**config.mk**
```make
export PLATFORM = sky130hd
export DESIGN_NAME = status_stack
export DESIGN_NICKNAME = d
export VERILOG_FILES = /design/src/rtl/status_stack.sv
export SDC_FILE = /design/constraint.sdc
export NUM_CORES = 1
export LEC_CHECK = 0
export CORE_MARGIN = 1
export CORE_UTILIZATION = 45
export DETAILED_ROUTE_END_ITERATION = 8
export PLACE_DENSITY_LB_ADDON = 0.12
export SETUP_SLACK_MARGIN = 0.4
export SYNTH_ARGS = -nofsm -noshare
export SYNTH_HDL_FRONTEND = slang
export SYNTH_SLANG_ARGS = --single-unit
```
**constraint.sdc**
```tcl
create_clock -name clk -period 6.1 [get_ports clk]
set_clock_uncertainty 0.05 [all_clocks]
set_input_delay 1.22 -clock clk [delete_from_list [all_inputs] [get_ports clk]]
set_output_delay 1.22 -clock clk [all_outputs]
set_load 0.05 [all_outputs]
```
**src/rtl/status_stack.sv**
```systemverilog
// status_stack: LIFO for processor status bits.
// Push saves the current status word on call/interrupt entry; pop restores the
// top word and strobes the status register write port for one cycle.
// Simultaneous push+pop on a non-empty stack swaps the top entry in place.
// Overflow/underflow are sticky until clear_err; a new error in the same cycle
// as clear_err keeps the flag set.
module status_stack #(
  parameter int NumStatusBits = 2,
  parameter int Depth         = 4,
  parameter int PtrWidth      = 2
) (
  input  logic                     clk,
  input  logic                     res,
  input  logic [NumStatusBits-1:0] status,
  input  logic                     push,
  input  logic                     pop,
  input  logic                     clear_err,
  output logic [NumStatusBits-1:0] restore_status,
  output logic                     restore_wr_en,
  output logic                     sel_stat_in_alu_decoder,
  output logic [PtrWidth:0]        level,
  output logic                     full,
  output logic                     empty,
  output logic                     overflow,
  output logic                     underflow
);

  localparam logic [PtrWidth:0] LevelMax = (PtrWidth+1)'(Depth);
  localparam logic [PtrWidth:0] LevelOne = (PtrWidth+1)'(1);

  logic [NumStatusBits-1:0] mem [Depth];

  logic [PtrWidth:0]   level_m1;
  logic [PtrWidth-1:0] top_idx;
  logic [PtrWidth-1:0] wr_idx;
  logic                pop_ok;
  logic                mem_we;
  logic                level_inc;
  logic                level_dec;
  logic                ovf_evt;
  logic                unf_evt;

  assign full  = (level == LevelMax);
  assign empty = (level == '0);

  // Status source select is always the decoder path.
  assign sel_stat_in_alu_decoder = 1'b0;

  assign level_m1 = level - LevelOne;
  assign top_idx  = level_m1[PtrWidth-1:0];

  // Decode push/pop into memory write, pointer movement and error events.
  always_comb begin
    pop_ok    = 1'b0;
    mem_we    = 1'b0;
    wr_idx    = level[PtrWidth-1:0];
    level_inc = 1'b0;
    level_dec = 1'b0;
    ovf_evt   = 1'b0;
    unf_evt   = 1'b0;
    if (push && pop) begin
      if (empty) begin
        // Nothing to restore: the push goes ahead, the pop is an underflow.
        mem_we    = 1'b1;
        wr_idx    = '0;
        level_inc = 1'b1;
        unf_evt   = 1'b1;
      end else begin
        // Swap: read old top, overwrite it with current status.
        pop_ok = 1'b1;
        mem_we = 1'b1;
        wr_idx = top_idx;
      end
    end else if (push) begin
      if (full) begin
        ovf_evt = 1'b1;
      end else begin
        mem_we    = 1'b1;
        level_inc = 1'b1;
      end
    end else if (pop) begin
      if (empty) begin
        unf_evt = 1'b1;
      end else begin
        pop_ok    = 1'b1;
        level_dec = 1'b1;
      end
    end
  end

  // Stack storage; contents are meaningless after reset so no reset term.
  always_ff @(posedge clk) begin
    if (mem_we) begin
      mem[wr_idx] <= status;
    end
  end

  // Stack pointer, saturating at 0 and Depth by construction of the decode.
  always_ff @(posedge clk or posedge res) begin
    if (res) begin
      level <= '0;
    end else if (level_inc) begin
      level <= level + LevelOne;
    end else if (level_dec) begin
      level <= level_m1;
    end
  end

  // Restore data and its one-cycle write strobe to the status register.
  always_ff @(posedge clk or posedge res) begin
    if (res) begin
      restore_status <= '0;
      restore_wr_en  <= 1'b0;
    end else begin
      restore_wr_en <= pop_ok;
      if (pop_ok) begin
        restore_status <= mem[top_idx];
      end
    end
  end

  // Sticky error flags; a new event wins over clear_err.
  always_ff @(posedge clk or posedge res) begin
    if (res) begin
      overflow  <= 1'b0;
      underflow <= 1'b0;
    end else begin
      if (ovf_evt) begin
        overflow <= 1'b1;
      end else if (clear_err) begin
        overflow <= 1'b0;
      end
      if (unf_evt) begin
        underflow <= 1'b1;
      end else if (clear_err) begin
        underflow <= 1'b0;
      end
    end
  end

endmodule

```
* Word level (Yosys, flattened, before mapping)
Memories as Yosys holds them, arrays and structs flattened. A register that Yosys moved wholly into a read port is not among the register bits. Index checks and enable logic that the tools add are counted.
Word-level totals: register bits 6, latch bits 0, RAM bits 8, bits in read-only memories 0, output and inout port bits 11, memories kept 1
Operators by class: add/sub/neg operators 2, multipliers 0, divide/modulo/power cells 0, order comparisons 0, equal/unequal tests 1, shifts and indexed selects 0, mux-type cells 25, bitwise gates (word level) 0, reductions and logical operators 5
Memories:
- mem | depth 4, width 2, rd ports 1, clocked after memory_dff 1, wr ports 1, RTL line 31 | logic [NumStatusBits-1:0] mem [Depth];
Operators by type and width (count):
- $mux 1 | 21
- $mux 3 | 2
- $reduce_bool 2->1 | 3
- $mux 2 | 2
- $add 3x1->3 const B | 1
- $eq 3x3->1 const B | 1
- $logic_not 3->1 | 1
- $sub 3x1->3 const B | 1
- $logic_and 1x1->1 | 1

* Longest topological paths before layout
Gate-level depths: netlist (run 1).
word-level depth 7, depth in mapped cells 9, gate-level depth less buffers 7

* Worst setup path before layout (run 1)
OpenSTA, ideal clock, no wires.
path type flip-flop to output port, from register level[0], to output port empty, arrival 1613 ps, data required time 4830 ps, path slack 3217 ps, cell stages (with the launch flop) 7, cell sequence dfrtp_1 > buf_6 > inv_1 > ha_1 > buf_6 > nor2b_1 > buf_2
On the way: word-level cells in the longest chain between the ends 1
RTL lines:
- start: declaration | RTL line 21 | output logic [PtrWidth:0] level,
- start signal: assignment | RTL line 103 | level <= level + LevelOne;
- start signal: assignment | RTL line 105 | level <= level_m1;
- $logic_not 3->1 | RTL line 44 | assign empty = (level == '0);
- end: declaration | RTL line 23 | output logic empty,
Every way passes these cells.

* Worst setup path after layout (run 1)
Same ends and word-level chain as after synthesis.

==> summary by stage, run 1 <==
STA
The time the final worst path needs with I/O delays and setup is 4.11 ns. The final sum of negative setup slack is 0 ns. The count of final max-slew check failures is 0. For the pin with the worst max-slew slack, the measured transition is 0.636 ns. The headroom to the max-slew limit is 0.575.

Static timing analysis puts the maximum clock frequency at 243 MHz. The number of setup violations in the final report is 0. The number of hold violations in the final report is 0.

Of the available clock period, the critical path in the final layout requires 0.674. Setup repair after global routing left no endpoint under its margin.

Routing
For this run, the detailed router's first-pass iteration total came to 4. The routed design uses 653 µm of met2 wire. Once detail routing completed, the nets flagged for antenna violations numbered 0. The post-detailed-route via-to-cell ratio is 5.42.

In the routed design, unresolved DRC markers number 0. For this block, the initial DRC count from the detailed router was 11. The detailed-route wire length is 1480 µm. Summing over every cut layer, the via total after detailed routing is 607. The amount of wire on met3 after detailed routing is 94 µm. The highest signal layer in the routed design is met4. The average wire per cell in the routed design is 13.2 µm. The wire length the detailed router placed on met1 is 719 µm.

Floorplanning
The initial cell density of the core is 0.491. The die boundary width is 45.9 µm. The die covers 2100 µm². The die is 45.9 µm tall. The placeable core area is 1760 µm². The I/O pin total is 18.

After floorplanning, the core was divided into 15 placement rows.

Synth
The flop and latch count out of synthesis is 16. Of the synthesized area, sequential elements account for 0.509. The cell area after synthesis is 866 µm². In this run, distinct cell masters in the synthesized netlist total 34. The number of nets in the synthesized netlist is 83. Averaged over all synthesized cells, the footprint is 11.9 µm².

The number of instances in the synthesized netlist is 73. The number of warnings reported in the yosys synthesis log is 0.

Clock network
After clock tree synthesis, the clock-pin slew on the worst setup and hold paths is 0.10 ns. Counting the buffers created by CTS gives 3. The tree built by TritonCTS fans out to 16 sinks. After clock tree synthesis, the repair step resized 0 gates.

TritonCTS built the clock tree. Buffers added to address setup during post-CTS repair amount to 0. The number of levels in the clock H-tree is 1. The cell sitting at the root of the clock tree is a sky130_fd_sc_hd__clkbuf_4.

The clock insertion delay at the later pin of the skew report is 0.29 ns. The number of hold-repair buffers added at the cts stage is 0. The worst-case clock buffer depth is 2.

Finish
Summing all flip-flop and latch instances after layout gives 440 µm². The filler-free cell count of the finished design is 112. At the end of the flow, the number of nets in the layout was 98. In the final layout, the share of cells above drive strength 1 is 0.161. The number of antenna diodes in the final layout is 0.

Leaving out fill and tap cells, the most frequent cells in the layout are sky130_fd_sc_hd__clkdlybuf4s50_1, sky130_fd_sc_hd__dfrtp_1, sky130_fd_sc_hd__edfxtp_1. The library cell used most frequently in the layout, excluding fill and tap cells, is sky130_fd_sc_hd__clkdlybuf4s50_1. The utilization after layout is 0.589.

Summing all multi-input logic gate instances after layout gives 354 µm². Relative to the synthesized area, the layout overhead comes to 19.9%. After filler insertion, the fill cell instance count of the layout stands at 164.

Hold path
The path class of the tightest hold or removal check is register to register.

Pwr
Summed over all cells, the static leakage comes to 0.000407 µW. Dividing total power by cell area gives a power density of 542 nW/µm². The highest ir drop seen on vdd is 0.294 mV.

Worst setup path
Data on the critical path arrives at its endpoint at 2.84 ns. For flop-to-flop paths, the worst setup slack is 3.59 ns. STA classifies the critical path endpoint as an output pin.

The signal on the critical path passes through inv_1 > ha_1 > nor2b_1 > clkdlybuf4s50_1. The path type of the worst setup path is register to output pin. The critical path startpoint category is a register. For this run, the slowest stage of the critical path takes 0.92 ns. The largest driver fanout on the critical path is 9. The largest individual stage delay along the critical path comes from the cell sky130_fd_sc_hd__clkdlybuf4s50_1. Data on the critical path is required at its endpoint by 4.83 ns.

Global route
The overall overflow remaining after global route is 0. The combined global-route utilization of all metal layers is 0.164. The maximum number of pins on one net before global-route repair is 12.

The first global-routing pass estimated 2420 µm of wire. The initial antenna violation count is 0. The number of global-route vias before repair is 527.

Placed design
The count of buffers added on input and output ports is 16. The number of placed instances, taps included is 108. The placer congestion estimate is 0.807. The HPWL after detailed placement is 1110 µm.

Run
Across the run, the number of max-cap violations was 0.

Outcome
The flow ran to the end, and the final reports show no timing, DRC or antenna violations.
==> flip-flops by register name (all words and copies together) (netlist names) <==
name and count:
level 3, underflow 1, mem 8, restore_wr_en 1, overflow 1, restore_status 2
==> power by group <==
part / leakage (µW) / internal, µW / switching [µW]
combinational: 0.000219 / 125 / 201
sequential: 0.000172 / 148 / 30.9
clock: 0.0000154 / 23.8 / 33.8
==> metrics by stage <==
stage / area (µm²) / total power [µW] / setup WS [ns] / hold WS, ns
final: 1040 / 563 / 1.99 / 0.462
after global routing: 1040 / 597 / 1.83 / 0.479
after CTS: 1040 / 568 / 1.96 / 0.469
after detailed placement: 1010 / 510 / 2.31 / 0.449
after global placement: 1010 / 506 / 2.43 / 0.442
after floorplan: 866 / 435 / 3.22 / 0.613
==> routing by layer <==
| metal | vias to the layer above | global-route usage |
|---|---|---|
| li1 | 289 | - |
| met2 | 22 | 0.245 |
| met1 | 294 | 0.232 |
| met5 | - | 0 |
| met4 | 0 | 0.0353 |
| met3 | 2 | 0.0516 |
==> critical path: cells and delay by family (launching register included) <==
family	cells	cell delay [ns]
fa+ha+maj	1	0.35
buf+inv	2	1.10
flops	1	0.52
simple gates	1	0.58
==> synth_stat cells <==
master,count,area share
sky130_fd_sc_hd__dfrtp_1,8,0.23
sky130_fd_sc_hd__edfxtp_1,8,0.28
sky130_fd_sc_hd__inv_1,6,0.026
sky130_fd_sc_hd__nor2_1,4,0.017
sky130_fd_sc_hd__o21ai_0,4,0.023
sky130_fd_sc_hd__a21oi_1,3,0.017
sky130_fd_sc_hd__buf_2,3,0.017
sky130_fd_sc_hd__ha_1,3,0.043
sky130_fd_sc_hd__a211oi_1,2,0.017
sky130_fd_sc_hd__buf_6,2,0.026
sky130_fd_sc_hd__mux2_2,2,0.026
sky130_fd_sc_hd__mux4_2,2,0.052
sky130_fd_sc_hd__nand2_1,2,0.0087
sky130_fd_sc_hd__nor2b_1,2,0.014
sky130_fd_sc_hd__o221ai_1,2,0.020
sky130_fd_sc_hd__xnor2_1,2,0.020
sky130_fd_sc_hd__a211oi_2,1,0.014
sky130_fd_sc_hd__a21bo_1,1,0.012
sky130_fd_sc_hd__a21boi_0,1,0.0087
sky130_fd_sc_hd__a21o_2,1,0.010
sky130_fd_sc_hd__a31oi_1,1,0.0072
sky130_fd_sc_hd__a32oi_1,1,0.010
sky130_fd_sc_hd__and3b_1,1,0.010
sky130_fd_sc_hd__buf_4,1,0.0087
sky130_fd_sc_hd__conb_1,1,0.0043
sky130_fd_sc_hd__inv_2,1,0.0043
sky130_fd_sc_hd__nand2_4,1,0.013
sky130_fd_sc_hd__nand2b_1,1,0.0072
sky130_fd_sc_hd__nand3_1,1,0.0058
sky130_fd_sc_hd__nor2b_2,1,0.010
sky130_fd_sc_hd__nor3_2,1,0.012
sky130_fd_sc_hd__o21ai_2,1,0.010
sky130_fd_sc_hd__o22ai_1,1,0.0072
sky130_fd_sc_hd__or3_1,1,0.0072
==> cell families (layout without fill, tap and decap cells) <==
family / after synthesis / after routing / share of synthesized area
xor gates and xnor gates: 2 / 2 / 0.0202
and+or+nand+nor: 15 / 15 / 0.105
DFF: 16 / 16 / 0.509
other: 1 / 1 / 0.00433
muxes: 4 / 4 / 0.0780
adders and majority gates: 3 / 3 / 0.0434
AOI/OAI and AO/OA: 19 / 19 / 0.158
buffers and inverters: 13 / 27 / 0.0824
==> area by class of cell <==
class                           instances  share of cell area
Multi-Input combinational cell         44               0.341
Clock inverter                          1             0.00361
Timing Repair Buffer                   16               0.154
Clock buffer                            3              0.0217
Tap cell                               25              0.0301
Sequential cell                        16               0.424
Inverter                                7              0.0253
==> worst paths after layout <==
kind	to	from	cells after the start
min	restore_status[1]	restore_status[1]	1
max	empty	level[0]	4
min reg2reg	restore_status[1]	restore_status[1]	1
max reg2reg	mem[2][0]	level[0]	5
min in group asynchronous	restore_status[1]	res	2
max in group asynchronous	restore_status[0]	res	2
(Power assumes the default switching activity.)
==> inputs of run 2 (changes only) <==
--- a/config.mk
+++ b/config.mk
@@ -6,7 +6,7 @@
 export NUM_CORES = 1
 export LEC_CHECK = 0
 export CORE_MARGIN = 1
-export CORE_UTILIZATION = 45
+export CORE_UTILIZATION = 44
 export DETAILED_ROUTE_END_ITERATION = 8
 export PLACE_DENSITY_LB_ADDON = 0.12
 export SETUP_SLACK_MARGIN = 0.4
==> constraint.sdc (replaced) <==
create_clock -name clk -period 3.5 [get_ports clk]
set_clock_uncertainty 0.05 [all_clocks]
set_input_delay 0.7 -clock clk [delete_from_list [all_inputs] [get_ports clk]]
set_output_delay 0.7 -clock clk [all_outputs]
set_load 0.05 [all_outputs]
==> run 2 against run 1 <==
  * Cell area grew 0.84%
  * Power increased by 75%
  * Critical endpoint unchanged
  * Cell count up 0.89%
  * Routed wire length increased by 0.34%
  * Clock power increased by 74%
  * Largest cell class unchanged
  * Flip-flop and latch count unchanged
  * Global-route usage increased by 0.54 points
==> summary by stage, run 2 (same netlist as run 1, synthesis figures left out) <==
Outcome
Outcome: finished clean (unchanged).

STA
For this run, the top clock speed supported by timing is 347 MHz. The post-route worst hold slack was 0.464 ns (was 0.462 ns). The post-route worst setup slack is 0.617 ns (was 1.99 ns). The number of hold violations in the final report is 0 (unchanged).

The count of final max-slew check failures is 0 (unchanged). The number of setup violations in the final report is 0 (unchanged). The final sum of negative setup slack was 0 ns (unchanged). The time the final worst path needs with I/O delays and setup is 2.88 ns. The transition time at the pin with the least slew margin is 0.501 ns (was 0.636 ns). RSZ-0062 raised after global routing: false (unchanged). The headroom to the max-slew limit was 0.665 (was 0.575).

The final clock period utilization by the worst path is 0.824.

Clock network
The total number of clock tree sinks is 16 (unchanged). The worst-case clock buffer depth was 2 (unchanged). The post-CTS clock slew at the launch and capture registers of the worst setup and hold paths is 0.10 ns (about the same). The number of hold-repair buffers added at the cts stage is 0 (unchanged).

The clock insertion delay at the later pin of the skew report was 0.29 ns (about the same). The clock tree root driver cell is sky130_fd_sc_hd__clkbuf_4 (unchanged). The CTS tree was done (unchanged). The number of levels in the clock H-tree is 1 (unchanged). The number of CTS-inserted buffers was 3 (unchanged).

Finish
The most frequent standard cell in the layout excluding fill and tap cells is sky130_fd_sc_hd__clkdlybuf4s50_1 (unchanged). The area used by sequential logic in the layout is 440 µm² (unchanged). The flip-flop count of the largest register, all copies and words added is 8 (unchanged). The share of layout cells above drive strength 1 came to 0.170 (was 0.161). The number of nets in the layout is 99 (was 98). Top Registers: mem: 8 flops, level: 3 flops, restore_status: 2 flops (unchanged). The layout filler cell count was 155 (was 164).

The area used by multi-input combinational logic is 354 µm² (unchanged). Most frequent cells in the layout: sky130_fd_sc_hd__clkdlybuf4s50_1, sky130_fd_sc_hd__dfrtp_1, sky130_fd_sc_hd__edfxtp_1 (unchanged). The design area is 1050 µm² (was 1040 µm²).

The filler-free cell count of the finished design is 113 (was 112). The count of inserted antenna diode cells is 0 (unchanged). The area growth from synthesis to layout is 21.0% (was 19.9%).

The top register by number of flip-flops is mem (unchanged).

Floorplanning
The I/O pin total was 18 (unchanged). The placeable core area is 1780 µm² (was 1760 µm²). The die boundary width is 46.4 µm (was 45.9 µm). The full die area came to 2150 µm² (was 2100 µm²). The initial cell density of the core is 0.486 (was 0.491).

The chip height was 46.4 µm (was 45.9 µm). The row count is 15 (unchanged).

Pwr
The highest ir drop seen on vdd came to 0.429 mV (was 0.294 mV). The power density of the placed cells came to 939 nW/µm² (was 542 nW/µm²). The leakage power came to 0.000432 µW (was 0.000407 µW).

Worst setup path
The required time at the endpoint of the critical path is 2.75 ns (was 4.83 ns). The top cell family by delay on the critical path is buffers and inverters (unchanged). The arrival time of data at the critical path endpoint is 2.13 ns (was 2.84 ns). The count of buffer and inverter cells on the critical path was 2 (unchanged). The largest driver fanout on the critical path is 9 (unchanged).

The worst-path cell with the longest stage delay was sky130_fd_sc_hd__dlygate4sd2_1 (was sky130_fd_sc_hd__clkdlybuf4s50_1). The endpoint kind of the worst setup timing path is an output pin (unchanged). The critical path startpoint category is a register (unchanged). Ordered list of cells on the worst path: inv_1 > ha_1 > nor2b_1 > dlygate4sd2_1 (was inv_1 > ha_1 > nor2b_1 > clkdlybuf4s50_1). The path type of the worst setup path is register to output pin (unchanged).

The delay of the slowest cell on the worst path was 0.55 ns (was 0.92 ns). The launch instance of the worst register-to-register path is level[0] (unchanged). The launching instance or port of the critical path is level[0] (unchanged).

Hold path
The worst hold-check path type is register to register (unchanged). The startpoint of the most critical hold path is restore_status[0] (was restore_status[1]).

Routing
The final routed DRC violation total is 0 (unchanged). The starting DRC count in detailed routing is 13 (was 11). The detailed-route wire length was 1480 µm (about the same). The post-detailed-route via-to-cell ratio is 5.21 (was 5.42).

The average wire per cell in the routed design is 13.1 µm (was 13.2 µm). The post-detailed-route count of antenna-violating nets is 0 (unchanged). The via count came to 589 (was 607). The first-pass iteration count of the detailed router is 2 (was 4).

Global route
The combined global-route utilization of all metal layers is 0.169 (was 0.164). The first-pass GRT wire length was 2450 µm (was 2420 µm). The initial antenna violation count was 0 (unchanged).

The maximum number of pins on one net before global-route repair is 12 (unchanged). The number of global-route vias before repair is 535 (was 527). The overall overflow remaining after global route is 0 (unchanged).

Placed design
The HPWL after detailed placement is 1130 µm (was 1110 µm). The minimum setup slack after placement was 0.682 ns (was 2.31 ns). The number of buffer cells added on primary ports is 16 (unchanged). The number of placed instances, taps included is 109 (was 108). The placer congestion estimate is 0.783 (was 0.807). The cell area reported after detailed placement is 1020 µm² (was 1010 µm²).

Run
The count of maximum capacitance violations is 0 (unchanged).
run 2: changes by cell type in the layout (fill, tap and decap cells not counted), sizes merged:
cell           previous run  this run
buf                       0         1
clkdlybuf4s50            16        14
dlygate4sd2               0         1
dlymetal6s2s              0         1
run 2: worst register-to-register path, delay by kind of cell (launching register included):
family                   cells  cell delay, ns
buffers and inverters        2            0.32
flip-flops                   1            0.57
adder cells (fa/ha/maj)      1            0.35
AND/OR/NAND/NOR              2            0.32
AO/OA/AOI/OAI                2            0.48
run 2: cell type report:
| type | count | area share |
|---|---|---|
| Clock buffer | 3 | 0.0215 |
| Inverter | 7 | 0.0251 |
| Clock inverter | 1 | 0.00358 |
| Sequential cell | 16 | 0.421 |
| Timing Repair Buffer | 17 | 0.161 |
| Multi-Input combinational cell | 44 | 0.338 |
| Tap cell | 25 | 0.0299 |
run 2: worst paths after layout:
check	endpoint	slack [ns]	depth (start not counted)
max in group asynchronous	restore_status[0]	2.56	2
worst max-delay path	empty	0.62	4
worst min register to register	restore_status[0]	0.46	1
worst min-delay path	restore_status[0]	0.46	1
min in group asynchronous	restore_status[1]	0.59	2
worst max register to register	mem[2][1]	1.08	7
run 2: routing by layer:
layer	vias to the layer above	share of wire	GRT usage
li1	291	-	-
met1	278	0.50	0.224
met2	18	0.43	0.239
met3	2	0.051	0.0745
met4	0	0.014	0.0706
met5	-	0	0
run 2: per-stage QoR:
step	utilization	power [µW]
finish	0.587	984
global route	0.587	1050
global placement	0.572	894
floorplan	-	758
CTS	0.586	992
detailed placement	0.572	895
run 2: what timing repair did:
item / CTS / global route
setup endpoints to repair: 1 / 1
setup buffers: 0 / 0
gates resized for setup: 1 / 1
run 2: report_power, final:
group | internal, µW | switching [µW]
registers | 258 | 54.2
clock network | 41.4 | 58.6
logic | 221 | 350
==> inputs of run 3 (changes only) <==
--- a/config.mk
+++ b/config.mk
@@ -6,7 +6,7 @@
 export NUM_CORES = 1
 export LEC_CHECK = 0
 export CORE_MARGIN = 1
-export CORE_UTILIZATION = 44
+export CORE_UTILIZATION = 45
 export DETAILED_ROUTE_END_ITERATION = 8
 export PLACE_DENSITY_LB_ADDON = 0.12
 export SETUP_SLACK_MARGIN = 0.4
==> constraint.sdc (replaced) <==
create_clock -name clk -period 2.8 [get_ports clk]
set_clock_uncertainty 0.05 [all_clocks]
set_input_delay 0.56 -clock clk [delete_from_list [all_inputs] [get_ports clk]]
set_output_delay 0.56 -clock clk [all_outputs]
set_load 0.05 [all_outputs]
==> run 3 against run 2 <==
  * Critical path depth increased by 1
  * Highest routed layer unchanged
  * Critical path type unchanged
  * Non-clock buffer count increased by 1
  * Worst hold slack got worse by 0.012 ns
  * Largest cell class unchanged
  * Largest power group unchanged
  * Sequential power increased by 28%
==> summary by stage, run 3 (same netlist as run 1, synthesis figures left out) <==
Outcome
Outcome: finished clean (unchanged).

Worst setup path
The top cell family by delay on the critical path was buffers and inverters (unchanged). The worst-case register-to-register setup slack is 0.62 ns (was 1.08 ns). The largest driver fanout on the critical path is 9 (unchanged). The arrival time of data at the critical path endpoint was 1.66 ns (was 2.13 ns). The launch instance of the worst register-to-register path is level[0] (unchanged).

The number of stages on the worst setup path is 5 (was 4). The endpoint kind of the worst setup timing path is an output pin (unchanged). The critical register-to-register path endpoint is mem[2][1] (unchanged). Ordered list of cells on the worst path: inv_1 > ha_4 > nor2b_1 > buf_4 > buf_12 (was inv_1 > ha_1 > nor2b_1 > dlygate4sd2_1). The number of cells traversed by the worst register-to-register path is 7 (unchanged).

The required time at the endpoint of the critical path came to 2.19 ns (was 2.75 ns). The path type of the worst setup path is register to output pin (unchanged). The count of buffer and inverter cells on the critical path is 3 (was 2). The critical path startpoint category is a register (unchanged). The delay of the slowest cell on the worst path is 0.50 ns (was 0.55 ns). The worst-path cell with the longest stage delay is sky130_fd_sc_hd__dfrtp_2 (was sky130_fd_sc_hd__dlygate4sd2_1).

Clock network
The worst-case clock buffer depth is 2 (unchanged). The clock insertion delay at the later pin of the skew report is 0.28 ns (was 0.29 ns). The number of levels in the clock H-tree was 1 (unchanged). The clock tree root driver cell is sky130_fd_sc_hd__clkbuf_4 (unchanged). The setup fix buffers added after clock tree synthesis is 0 (unchanged).

The number of CTS-inserted buffers was 3 (unchanged). The post-cts repair resize count is 1 (unchanged). The post-CTS clock slew at the launch and capture registers of the worst setup and hold paths is 0.09 ns (was 0.10 ns). The CTS tree is done (unchanged).

The total number of clock tree sinks was 16 (unchanged). The number of hold-repair buffers added at the cts stage was 0 (unchanged).

Placed design
The number of placed instances, taps included is 110 (was 109). The cell area reported after detailed placement came to 1040 µm² (was 1020 µm²). The HPWL after detailed placement was 1130 µm (about the same). The placer congestion estimate is 0.826 (was 0.783).

The number of buffer cells added on primary ports was 16 (unchanged).

Floorplanning
The initial cell density of the core was 0.491 (was 0.486). The die boundary width is 45.9 µm (was 46.4 µm). The placeable core area is 1760 µm² (was 1780 µm²). The chip height came to 45.9 µm (was 46.4 µm).

The row count was 15 (unchanged). The I/O pin total is 18 (unchanged). The full die area came to 2100 µm² (was 2150 µm²).

Pwr
The power density of the placed cells is 1200 nW/µm² (was 939 nW/µm²). The highest ir drop seen on vdd is 0.673 mV (was 0.429 mV). The final total power is 1300 µW (was 984 µW).

The leakage power came to 0.000422 µW (was 0.000432 µW).

Routing
The post-detailed-route count of antenna-violating nets is 0 (unchanged). The via count is 601 (was 589). The post-detailed-route via-to-cell ratio was 5.27 (was 5.21). The average wire per cell in the routed design is 13.2 µm (was 13.1 µm). The detailed-route wire length is 1510 µm (was 1480 µm). The first-pass iteration count of the detailed router is 4 (was 2). The final routed DRC violation total came to 0 (unchanged). The starting DRC count in detailed routing is 6 (was 13).

STA
The number of setup violations in the final report was 0 (unchanged). The time the final worst path needs with I/O delays and setup is 2.27 ns. The top achievable clock speed is 440 MHz.

The final sum of negative setup slack came to 0 ns (unchanged). The transition time at the pin with the least slew margin is 0.497 ns (was 0.501 ns). The headroom to the max-slew limit came to 0.668 (was 0.665). RSZ-0062 raised after global routing: false (unchanged). The number of hold violations in the final report was 0 (unchanged). The count of final max-slew check failures came to 0 (unchanged). The final clock period utilization by the worst path is 0.812.

Finish
The area growth from synthesis to layout was 24.3% (was 21.0%). The most frequent standard cell in the layout excluding fill and tap cells is sky130_fd_sc_hd__clkdlybuf4s50_1 (unchanged). Top Registers: mem: 8 flops, level: 3 flops, restore_status: 2 flops (unchanged). The top register by number of flip-flops is mem (unchanged). The filler-free cell count of the finished design is 114 (was 113).

The share of layout cells above drive strength 1 is 0.236 (was 0.170). The number of nets in the layout came to 100 (was 99). The design area is 1080 µm² (was 1050 µm²).

The count of inserted antenna diode cells is 0 (unchanged). The layout filler cell count came to 155 (unchanged). The utilization after layout is 0.610 (was 0.587).

The flip-flop count of the largest register, all copies and words added is 8 (unchanged). Most frequent cells in the layout: sky130_fd_sc_hd__clkdlybuf4s50_1, sky130_fd_sc_hd__edfxtp_1, sky130_fd_sc_hd__inv_1, sky130_fd_sc_hd__dfrtp_1 (was sky130_fd_sc_hd__clkdlybuf4s50_1, sky130_fd_sc_hd__dfrtp_1, sky130_fd_sc_hd__edfxtp_1).

Global route
The initial antenna violation count was 0 (unchanged). The combined global-route utilization of all metal layers is 0.159 (was 0.169). The maximum number of pins on one net before global-route repair is 12 (unchanged). The first-pass GRT wire length was 2300 µm (was 2450 µm). The overall overflow remaining after global route is 0 (unchanged).

The number of global-route vias before repair was 492 (was 535).

Hold path
The worst hold-check path type is primary input to asynchronous set/reset pin (was register to register).

Run
The count of maximum capacitance violations is 0 (unchanged).
[run 3: worst max path at each step]
stage / end / startpoint
floorplan: mem[2][0] / level[0]
global placement: mem[0][0] / pop
detailed placement: mem[0][0] / pop
CTS: empty / level[0]
global route: empty / level[0]
finish: empty / level[0]
[run 3: where the power goes]
part	switching [µW]	total, µW	leakage, µW	internal, µW
Sequential	75.6	402	0.000170	326
Clock	69.9	122	0.0000154	51.7
Combinational	449	773	0.000236	323
Total	595	1300	0.000422	701
[run 3: final cells by class]
| type | instances | area, µm² | area share |
|---|---|---|---|
| clock buffers | 3 | 22.5 | 0.0209 |
| clock inverters | 1 | 3.75 | 0.00349 |
| inverters | 7 | 26.3 | 0.0244 |
| multi-input cells | 44 | 367 | 0.341 |
| flip-flops and latches | 16 | 443 | 0.412 |
| well taps | 25 | 31.3 | 0.0291 |
| repair buffers | 18 | 183 | 0.170 |
[run 3: through the flow]
stage | setup slack (ns) | hold WS, ns
6_report | 0.525 | 0.452
5_1_grt | 0.434 | 0.479
4_1_cts | 0.479 | 0.466
3_5_place_dp | 0.449 | 0.447
3_3_place_gp | 0.515 | 0.441
2_1_floorplan | 0.429 | 0.326
[run 3: metal layers]
layer	track usage	vias up	share of wire
met5	0	-	0
met4	0.0529	0	0.0073
met3	0.0357	2	0.039
met2	0.234	15	0.46
met1	0.229	292	0.49
li1	-	292	-
